`config.mk`:
```
export PLATFORM = sky130hd
export DESIGN_NAME = booth_mac_acc
export DESIGN_NICKNAME = d
export VERILOG_FILES = /design/src/rtl/booth_pkg.sv /design/src/rtl/booth_sat_add.sv /design/src/rtl/booth_mac_acc.sv
export SDC_FILE = /design/constraint.sdc
export NUM_CORES = 1
export LEC_CHECK = 0
export ABC_AREA = 1
export CELL_PAD_IN_SITES_DETAIL_PLACEMENT = 1
export CELL_PAD_IN_SITES_GLOBAL_PLACEMENT = 2
export CORE_ASPECT_RATIO = 1.75
export CORE_UTILIZATION = 30
export CTS_BUF_LIST = sky130_fd_sc_hd__clkbuf_16
export CTS_CLUSTER_SIZE = 10
export DETAILED_ROUTE_END_ITERATION = 7
export PLACE_DENSITY = 0.88
export SKIP_LAST_GASP = 1
export SYNTH_ARGS = -nofsm -noshare
export SYNTH_HDL_FRONTEND = slang
export SYNTH_SLANG_ARGS = --single-unit
export TNS_END_PERCENT = 100
```
`constraint.sdc`:
```
create_clock -name clk -period 4.5 [get_ports clk]
set_input_delay 0.45 -clock clk [delete_from_list [all_inputs] [get_ports clk]]
set_output_delay 0.45 -clock clk [all_outputs]
set_load 0.005 [all_outputs]
```
`src/rtl/booth_pkg.sv`:
```
// rtl/booth_pkg.sv - shared state encoding and default widths for the Booth MAC accumulator
package booth_pkg;

    localparam int BOOTH_PROD_W = 8;
    localparam int BOOTH_ACC_W  = 16;

    localparam logic [1:0] IDLE  = 2'd0;
    localparam logic [1:0] ACCUM = 2'd1;
    localparam logic [1:0] DONE  = 2'd2;

endpackage

```
`src/rtl/booth_sat_add.sv`:
```
// rtl/booth_sat_add.sv - combinational accumulator + sign-extended product adder with overflow detect
//
// Ports:
//   acc   in  ACC_W   current signed accumulator value
//   prod  in  PROD_W  signed product to add
//   sum   out ACC_W   next accumulator value (wrapped, or clamped with BOOTH_MAC_SAT_EN)
//   ovf   out 1       signed overflow of this add
// Macro BOOTH_MAC_SAT_EN: when defined the sum clamps to the signed range on overflow.
module booth_sat_add
    import booth_pkg::*;
#(
    parameter int PROD_W = BOOTH_PROD_W,
    parameter int ACC_W  = BOOTH_ACC_W
) (
    input  logic [ACC_W-1:0]  acc,
    input  logic [PROD_W-1:0] prod,
    output logic [ACC_W-1:0]  sum,
    output logic              ovf
);

    logic [ACC_W:0] wide;

    // One guard bit: the result is out of range exactly when the top two bits differ.
    assign wide = {acc[ACC_W-1], acc} + {{(ACC_W + 1 - PROD_W){prod[PROD_W-1]}}, prod};
    assign ovf  = wide[ACC_W] ^ wide[ACC_W-1];

`ifdef BOOTH_MAC_SAT_EN
    // Guard bit holds the true sign, so it selects which rail to clamp to.
    always_comb begin
        sum = wide[ACC_W-1:0];
        if (ovf) begin
            sum = wide[ACC_W] ? {1'b1, {(ACC_W - 1){1'b0}}} : {1'b0, {(ACC_W - 1){1'b1}}};
        end
    end
`else
    assign sum = wide[ACC_W-1:0];
`endif

endmodule

```
`src/rtl/booth_mac_acc.sv`:
```
// rtl/booth_mac_acc.sv - accumulates N_TERMS signed products into a wide sum with sticky overflow
//
// Ports:
//   clk, rst              clock and synchronous active-high reset
//   start                 begin an accumulation (honoured only in IDLE)
//   in_valid/in_ready     product handshake, prod is the signed product
//   out_valid/out_ready   result handshake, acc_out is the signed sum
//   ovf                   sticky signed overflow for the current accumulation
//   busy                  high whenever the FSM is not IDLE
// Macro BOOTH_MAC_SAT_EN: saturating accumulation instead of wrapping.
module booth_mac_acc
    import booth_pkg::*;
#(
    parameter int PROD_W  = BOOTH_PROD_W,
    parameter int ACC_W   = BOOTH_ACC_W,
    parameter int N_TERMS = 4
) (
    input  logic              clk,
    input  logic              rst,
    input  logic              start,
    input  logic              in_valid,
    output logic              in_ready,
    input  logic [PROD_W-1:0] prod,
    output logic              out_valid,
    input  logic              out_ready,
    output logic [ACC_W-1:0]  acc_out,
    output logic              ovf,
    output logic              busy
);

    localparam int CNT_W = $clog2(N_TERMS + 1);
    localparam logic [CNT_W-1:0] LAST_CNT = CNT_W'(N_TERMS - 1);

    logic [1:0]       state_q, state_d;
    logic [ACC_W-1:0] acc_q, acc_d;
    logic [CNT_W-1:0] count_q, count_d;
    logic             ovf_q, ovf_d;
    logic             in_ready_q, in_ready_d;
    logic             out_valid_q, out_valid_d;

    logic [ACC_W-1:0] add_sum;
    logic             add_ovf;

    booth_sat_add #(
        .PROD_W (PROD_W),
        .ACC_W  (ACC_W)
    ) u_add (
        .acc  (acc_q),
        .prod (prod),
        .sum  (add_sum),
        .ovf  (add_ovf)
    );

    always_comb begin
        state_d = state_q;
        acc_d   = acc_q;
        count_d = count_q;
        ovf_d   = ovf_q;
        case (state_q)
            IDLE: begin
                if (start) begin
                    state_d = ACCUM;
                    acc_d   = '0;
                    count_d = '0;
                    ovf_d   = 1'b0;
                end
            end
            ACCUM: begin
                if (in_valid && in_ready_q) begin
                    acc_d   = add_sum;
                    ovf_d   = ovf_q | add_ovf;
                    count_d = count_q + CNT_W'(1);
                    if (count_q == LAST_CNT) begin
                        state_d = DONE;
                    end
                end
            end
            DONE: begin
                if (out_valid_q && out_ready) begin
                    state_d = IDLE;
                end
            end
            default: state_d = IDLE;
        endcase
        // Handshake outputs are registered copies of the next state so they never
        // depend combinationally on the inputs.
        in_ready_d  = (state_d == ACCUM);
        out_valid_d = (state_d == DONE);
    end

    always_ff @(posedge clk) begin
        if (rst) begin
            state_q     <= IDLE;
            acc_q       <= '0;
            count_q     <= '0;
            ovf_q       <= 1'b0;
            in_ready_q  <= 1'b0;
            out_valid_q <= 1'b0;
        end else begin
            state_q     <= state_d;
            acc_q       <= acc_d;
            count_q     <= count_d;
            ovf_q       <= ovf_d;
            in_ready_q  <= in_ready_d;
            out_valid_q <= out_valid_d;
        end
    end

    assign in_ready  = in_ready_q;
    assign out_valid = out_valid_q;
    assign acc_out   = acc_q;
    assign ovf       = ovf_q;
    assign busy      = (state_q != IDLE);

endmodule

```
# Yosys cells after proc, flatten, opt, wreduce, memory -nomap -nowiden
# Cells that the tools add are included.
[op_classes] bitwise_logic=2 n_addsub=2 reduce_logical=6 eq_ne=7 muxes=14
[ops] operator="two-way mux 16 bit" n=2
[ops] operator="one-hot mux 16 bit (2 select lines)" n=1
[ops] operator="adder 16 x 8 -> 17 bit" n=1
[ops] operator="two-way mux 2 bit" n=4
[ops] operator="two-way mux 3 bit" n=2
[ops] operator="one-hot mux 2 bit (3 select lines)" n=1
[ops] operator="one-hot mux 3 bit (2 select lines)" n=1
[ops] operator="== test 2 x 1 -> 1 bit, second input constant" n=2
[ops] operator="== test 2 bit, second input constant" n=2
[ops] operator="inequality test 2 bit, second input constant" n=2
[ops] operator="nonzero test 2 bit" n=2
[ops] operator="adder 3 x 1 -> 3 bit, second input constant" n=1
[ops] operator="== test 3 x 2 -> 1 bit, second input constant" n=1
[ops] operator="AND reduction 3 bit" n=1
[ops] operator="logical AND 1 bit" n=2
[ops] operator="zero test 2 bit" n=1
[ops] operator="two-way mux 1 bit" n=2
[ops] operator="one-hot mux 1 bit (2 select lines)" n=1
[ops] operator="bitwise OR 1 bit" n=1
[ops] operator="XOR 1 bit" n=1
[totals] wordCells=37 out_inout_bits=20 inputBits=13 reg_bits=24

# Longest topological paths before layout
[depth] ltp_word=5 mapped_depth=12 depth_no_buf=12

# Cells and area by module
# Synthesis repeated with hierarchy kept, for this count alone.
[hier_totals] cells_unflattened=323 area_unflattened_um2=1970.6
[by_module_without_submodules] module="booth_mac_acc" instances=1 cells_each=155 area_per_inst_um2=1031.0
[by_module_without_submodules] module="booth_sat_add" instances=1 cells_each=168 area_per_inst_um2=939.7

# Worst setup path before layout
# Ideal clock, no wire load.
[synth_path] path_type="input port to flip-flop" startpoint="input port prod[0]" endpoint="register ovf_q (netlist: ovf)" arrival_time_ns=1.650 path_stages=10 path_buffers=0 setup_slack_ns=2.735 required_ns=4.385 path_cell_list="ha_1 fa_1 nand2_1 nand2_1 nand3_1 nand2_2 a21oi_1 nand2_1 nand3_1 a21oi_2"
[synth_between] elab_chain_cells=5
[synth_lines] element="start, declared" line_no="booth_mac_acc.sv:23" rtl="input logic [PROD_W-1:0] prod,"
[synth_lines] element="adder 16 x 8 -> 17 bit" line_no="booth_sat_add.sv:24" rtl="assign wide = {acc[ACC_W-1], acc} + {{(ACC_W + 1 - PROD_W){prod[PROD_W-1]}}, prod};"
[synth_lines] element="XOR 1 bit" line_no="booth_sat_add.sv:25" rtl="assign ovf = wide[ACC_W] ^ wide[ACC_W-1];"
[synth_lines] element="bitwise OR 1 bit" line_no="booth_mac_acc.sv:71" rtl="ovf_d = ovf_q | add_ovf;"
[synth_lines] element="two-way mux 1 bit" line_no="booth_mac_acc.sv:69" rtl="if (in_valid && in_ready_q) begin"
[synth_lines] element="one-hot mux 1 bit (2 select lines)" line_no="booth_mac_acc.sv:59" rtl="case (state_q)"
[synth_lines] element="end signal, assigned" line_no="booth_mac_acc.sv:103" rtl="ovf_q <= ovf_d;"
[synth_lines] element="end, declared" line_no="booth_mac_acc.sv:37" rtl="logic ovf_q, ovf_d;"
# Every way passes these cells. The select of a mux whose other input is x is not followed.
# A chain may end at the register's enable or synchronous reset.

# Worst setup path in the final report
[layout_path] startpoint="input port prod[7]" endpoint="register acc_q[14] (netlist: acc_out[14])"
[layout_between] elab_chain_cells=3
[layout_lines] element="adder 16 x 8 -> 17 bit" line_no="booth_sat_add.sv:24"
[layout_lines] element="two-way mux 16 bit" line_no="booth_mac_acc.sv:69"
[layout_lines] element="one-hot mux 16 bit (2 select lines)" line_no="booth_mac_acc.sv:59"
[layout_lines] element="end signal, assigned" line_no="booth_mac_acc.sv:94" rtl="acc_q <= '0;"
[layout_lines] element="end signal, assigned" line_no="booth_mac_acc.sv:101" rtl="acc_q <= acc_d;"
[layout_lines] element="end, declared" line_no="booth_mac_acc.sv:35" rtl="logic [ACC_W-1:0] acc_q, acc_d;"
# Every way passes these cells. The select of a mux whose other input is x is not followed.

==> impl_metrics.yaml <==
run_status:
  status: "finished clean"
worst_hold_path:
  whs_endpoint: "ovf"
  worstHoldStart: "ovf"
  holdPathStages: 2
  min-delay-path-class: "reg2reg"
grt:
  grt_max_degree: 20
  grt_pass1_wl_mm: 9.43
  gr-total-overflow: 0
  track_usage_pct: 19.3
  grt_pass1_vias: 2039
  antenna_found_initial: 0
timing:
  min_period_ns: 2.30
  rsz0062_at_grt: "no"
  fin_hold_ws_ns: 0.474
  tns_ns: 0
  final-hold-violation-count: 0
  setup_violations: 0
  slew_headroom_pct: 39.3
  tightest_slew_ns: 0.908
  period_share_pct: 51.2
  fmax_mhz: 434
  finalMaxSlewViolations: 0
  clock_skew_ns: 0.00323
critical_path:
  slowest_delay_ns: 0.63
  worstPathArrival_ns: 2.48
  worst_r2r_endpoint: "ovf"
  cp_max_fo: 9
  cp_data_required_time_ns: 4.68
  path_cells: "clkdlybuf4s50_1 > ha_1 > nand2_1 > inv_1 > nand2_1 > nand3_1 > a21oi_1 > nand2_1 > nand2_1 > nand3_1 > a21oi_1"
  setup.worst_path.end_class: "flip-flop"
  r2r_slack_ns: 2.67
  cpMostUsedCell: "nand2_1"
  path_class: "in2reg"
  start_kind: "input pin"
  timing.rr.start: "acc_out[0]"
  slowest_stage: "clkdlybuf4s50_1"
  rr_worst_depth: 10
yosys:
  syn_inst: 287
  async_reset_ff_share_pct: 0
  yosysUniqueCellTypes: 31
  synth_most_common_cell: "nand2_1"
  syn_area_um2: 1870
  seq_area_frac_synth_pct: 25.7
  synth_edf_count: 0
  synth_common_cells: "nand2_1, a21oi_1, inv_1"
  yosysWarnings: 0
  synth_top_area_share_pct: 25.7
  avgSynthCellArea_um2: 6.52
  yosysTopAreaCell: "dfxtp_1"
  syn_nets: 319
  ys_ff_latch: 24
  ys_top_cells_by_area: "dfxtp_1, nand2_1, ha_1"
  synth_ff_type: "dfxtp_1"
cts:
  clk_pin_slew_ns: 0.07
  cts_hold_buf: 0
  h-tree-depth: 1
  clock-root-buffer: "clkbuf_16"
  cts_resized: 0
  clockBufferDepth: 2
  cts-buffers-inserted: 3
  tritoncts: "built"
  cts_sinks: 24
  clock_latency_ns: 0.26
  postCtsSetupRepairBufs: 0
route:
  drc_errors: 0
  drtPass1Iterations: 4
  wirelength_mm: 5.56
  vias: 1906
  antenna_left: 0
  drt_iter0_drc: 28
  wl_per_cell_um: 14.0
  viasPerCell: 4.80
die:
  core_area_um2: 5930
  dieHeight_um: 106
  die-area_um2: 6570
  std_cell_rows: 37
  initial_core_util_pct: 31.6
  die_w_um: 61.7
  io_pins: 33
final_layout:
  syn2layout_area_growth_pct: 26.3
  stdcell_area_um2: 2360
  diodes: 0
  multi_input_area_um2: 1210
  drive_gt1_share_pct: 9.40
  instances_no_fill: 397
  seqCellArea_um2: 480
  final_util_pct: 39.9
  filler_cell_count: 816
  nNetsFinal: 352
placement:
  post-dp-hpwl_mm: 4.29
  placed_cell_area_um2: 2260
  io_buffer_count: 32
  gp_congestion: 0.824
  dpl.cell_count: 393
job:
  drv_cap: 0
power:
  irDropWorstVdd_mv: 0.113
  p_per_area_nw_per_um2: 256
  p_leak_nw: 1.13
## critical path: cells and delay by family
family | cells | cell delay (ns)
compound gates | 2 | 0.34
fa+ha+maj | 1 | 0.47
buf+inv | 2 | 0.69
simple gates | 6 | 0.52
## worst max path at each step
stage | from | endpoint | cells past startpoint
5_1_grt | prod[7] | acc_out[14] | 11
4_1_cts | prod[7] | acc_out[14] | 11
3_5_place_dp | prod[7] | acc_out[14] | 10
3_3_place_gp | prod[7] | acc_out[14] | 11
6_report | prod[7] | acc_out[14] | 11
2_1_floorplan | prod[0] | ovf | 10
## metrics by stage
step	power, mW	setup WS (ns)
finish	0.605	2.20
global route	0.637	1.96
CTS	0.613	2.15
detailed placement	0.346	1.94
global placement	0.343	1.95
floorplan	0.302	2.73
## kinds of logic after synthesis
family,Yosys count,synth area share (%)
compound gates,52,15.4
buf+inv,44,9.89
fa+ha+maj,19,13.1
flops,24,25.7
simple gates,148,35.9
## sequential cells by signal (all words and copies together), names as in the netlist
register and cells:
acc_out 16, count_q 3, in_ready 1, out_valid 1, ovf 1, state_q 2
## report_power, final
group | switching [mW] | leakage [nW] | internal [mW]
sequential | 0.00532 | 0.195 | 0.220
combinational | 0.0671 | 0.885 | 0.0474
clock | 0.0882 | 0.0511 | 0.177
total | 0.161 | 1.13 | 0.444
## cell type report
type                       instances  share of cell area, %
timing repair buffer              32                   13.5
clock inverter                     1                   1.27
inverter                          40                   6.56
sequential                        24                   20.3
multi-input combinational        219                   51.0
tap                               78                   4.13
clock buffer                       3                   3.17
## cell usage in the layout, fill, tap and decap left out, types with 2 or more instances in the layout
cell type	netlist	final
nand2_2	7	7
ha_1	18	18
nand3_1	19	19
nand2_1	91	91
nor3_2	2	2
o21bai_1	2	2
nand2_4	2	2
inv_1	34	34
a21o_1	2	2
inv_2	4	4
nand3b_1	4	4
a21oi_1	35	35
or2_2	2	2
o21ai_0	8	8
clkbuf_16	0	3
nor2_1	14	14
clkdlybuf4s50_1	0	32
dfxtp_1	24	24
a21oi_2	3	3
## routing by layer
metal / vias to the layer above / share of wire (%) / global-route usage, %
met3: 7 / 1.5 / 1.70
met4: 0 / 2.0 / 7.62
met5: - / 0 / 0
met2: 21 / 56 / 36.7
met1: 891 / 40 / 20.3
li1: 987 / - / -
Power figures use the tool's default switching activity.
==> RTL edit (same flow settings) <==
The option `BOOTH_MAC_SAT_EN` is turned on by a define.
--- a/src/rtl/booth_sat_add.sv
+++ b/src/rtl/booth_sat_add.sv
@@ -8,2 +8,4 @@
 // Macro BOOTH_MAC_SAT_EN: when defined the sum clamps to the signed range on overflow.
+`define BOOTH_MAC_SAT_EN
+
 module booth_sat_add
Formal check against the unedited RTL: no difference found for any inputs over 10 cycles, from zero or initial values and one cycle with rst high; that may be too few to reach the edited logic, so the function may still have changed.
==> RTL edit against the original RTL <==
- via count increased by 8.0%
- synthesized cell count is 9.1% higher
- area after synthesis grew 10%
- sequential cell count unchanged
- die area is 9.7% higher
- worst hold slack better by 12 ps
- total power fell by 10%
- cell count grew 7.1%
- global-route usage is 2.0 points lower
- critical path depth is 2 higher
- final area rose by 6.7%
- largest cell class unchanged
- wire length up 5.2%
- critical path type unchanged
- maximum frequency is 18% lower
- worst setup slack worse by 510 ps
==> RTL edit: results <==
[route]
drt-met1-wl_um = 2450
wl_met2_um = 3310
vias = 2058
wl_met3_um = 83
wire_per_inst_um = 13.8

[placement]
place.gp.congestion = 0.830
placed_area_mm2 = 0.00244
dp_slack_ps = 1410
hpwl_um = 4840

[pwr]
vdd_drop_max_uv = 179
p_leak_nw = 1.21

[synthesis]
ys_types = 27
synthTopCellsByArea = dfxtp_1 23%, nand2_1 20%, ha_1 11%
synth_nets = 345
synthAdderAreaFrac_pct = 11.9
synth_common_cells = 110 x nand2_1, 39 x inv_1, 25 x nand3_1, 24 x dfxtp_1, 19 x a21oi_1
ys_seq_area_share_pct = 23.3
synth-xor-area-share_pct = 3.83

[global_route]
grt_pass1_wl_um = 9980
grt_max_degree = 23
grt_pass1_vias = 2192

[outcome]
outcome = completed

[timing]
finClkSkew_ps = 4.63
slew_headroom_pct = 31.3

[worst_setup_path]
arrival_ps = 2980
path_delay_family = simple AND/OR/NAND/NOR gates
crit_fanout = 15

[cells_and_area]
drive_gt1_share_pct = 11.4
## RTL edit: changes by cell type after synthesis, moves of 3 or more
cell,unedited run,this run
nand2_1,91,110
a21oi_1,35,19
a21oi_2,3,14
inv_1,34,39
o21ai_0,8,2
nand2_2,7,10
xnor2_1,0,7
nand3_1,19,25
## RTL edit: layer usage
layer	vias to the layer above	track usage [%]
met5	-	0
met4	0	2.22
met3	2	1.02
met2	23	34.9
met1	977	19.5
li1	1056	-
## RTL edit: path summary, 6_finish.rpt
path | from | end | slack [ps] | cells past startpoint
worst min register to register | count_q[2]$_SDFFE_PP0P_ | count_q[2]$_SDFFE_PP0P_ | 490 | 2
worst max-delay path | prod[7] | acc_out[8]$_SDFFE_PP0P_ | 1690 | 13
worst min-delay path | count_q[2]$_SDFFE_PP0P_ | count_q[2]$_SDFFE_PP0P_ | 490 | 2
worst max register to register | acc_out[0]$_SDFFE_PP0P_ | acc_out[8]$_SDFFE_PP0P_ | 2060 | 13
## RTL edit: area by class of cell
class | instances | area [µm²]
clock inverter | 1 | 3.75
tap | 82 | 103
inverter | 41 | 154
timing repair buffer | 33 | 328
fill | 881 | 4070
sequential | 24 | 480
clock buffer | 3 | 75.1
multi-input combinational | 241 | 1380
## RTL edit: power by group
part,internal (W),switching [W],leakage (nW)
clock,0.000119,0.0000758,0.0385
combinational,0.0000508,0.0000765,0.975
sequential,0.000219,0.00000417,0.195
total,0.000388,0.000156,1.21
## RTL edit: per-stage QoR
step / total power [W] / cells
CTS: 0.000554 / 425
detailed placement: 0.000356 / 421
global route: 0.000577 / 425
finish: 0.000545 / 425
floorplan: 0.000313 / 313
global placement: 0.000353 / 421
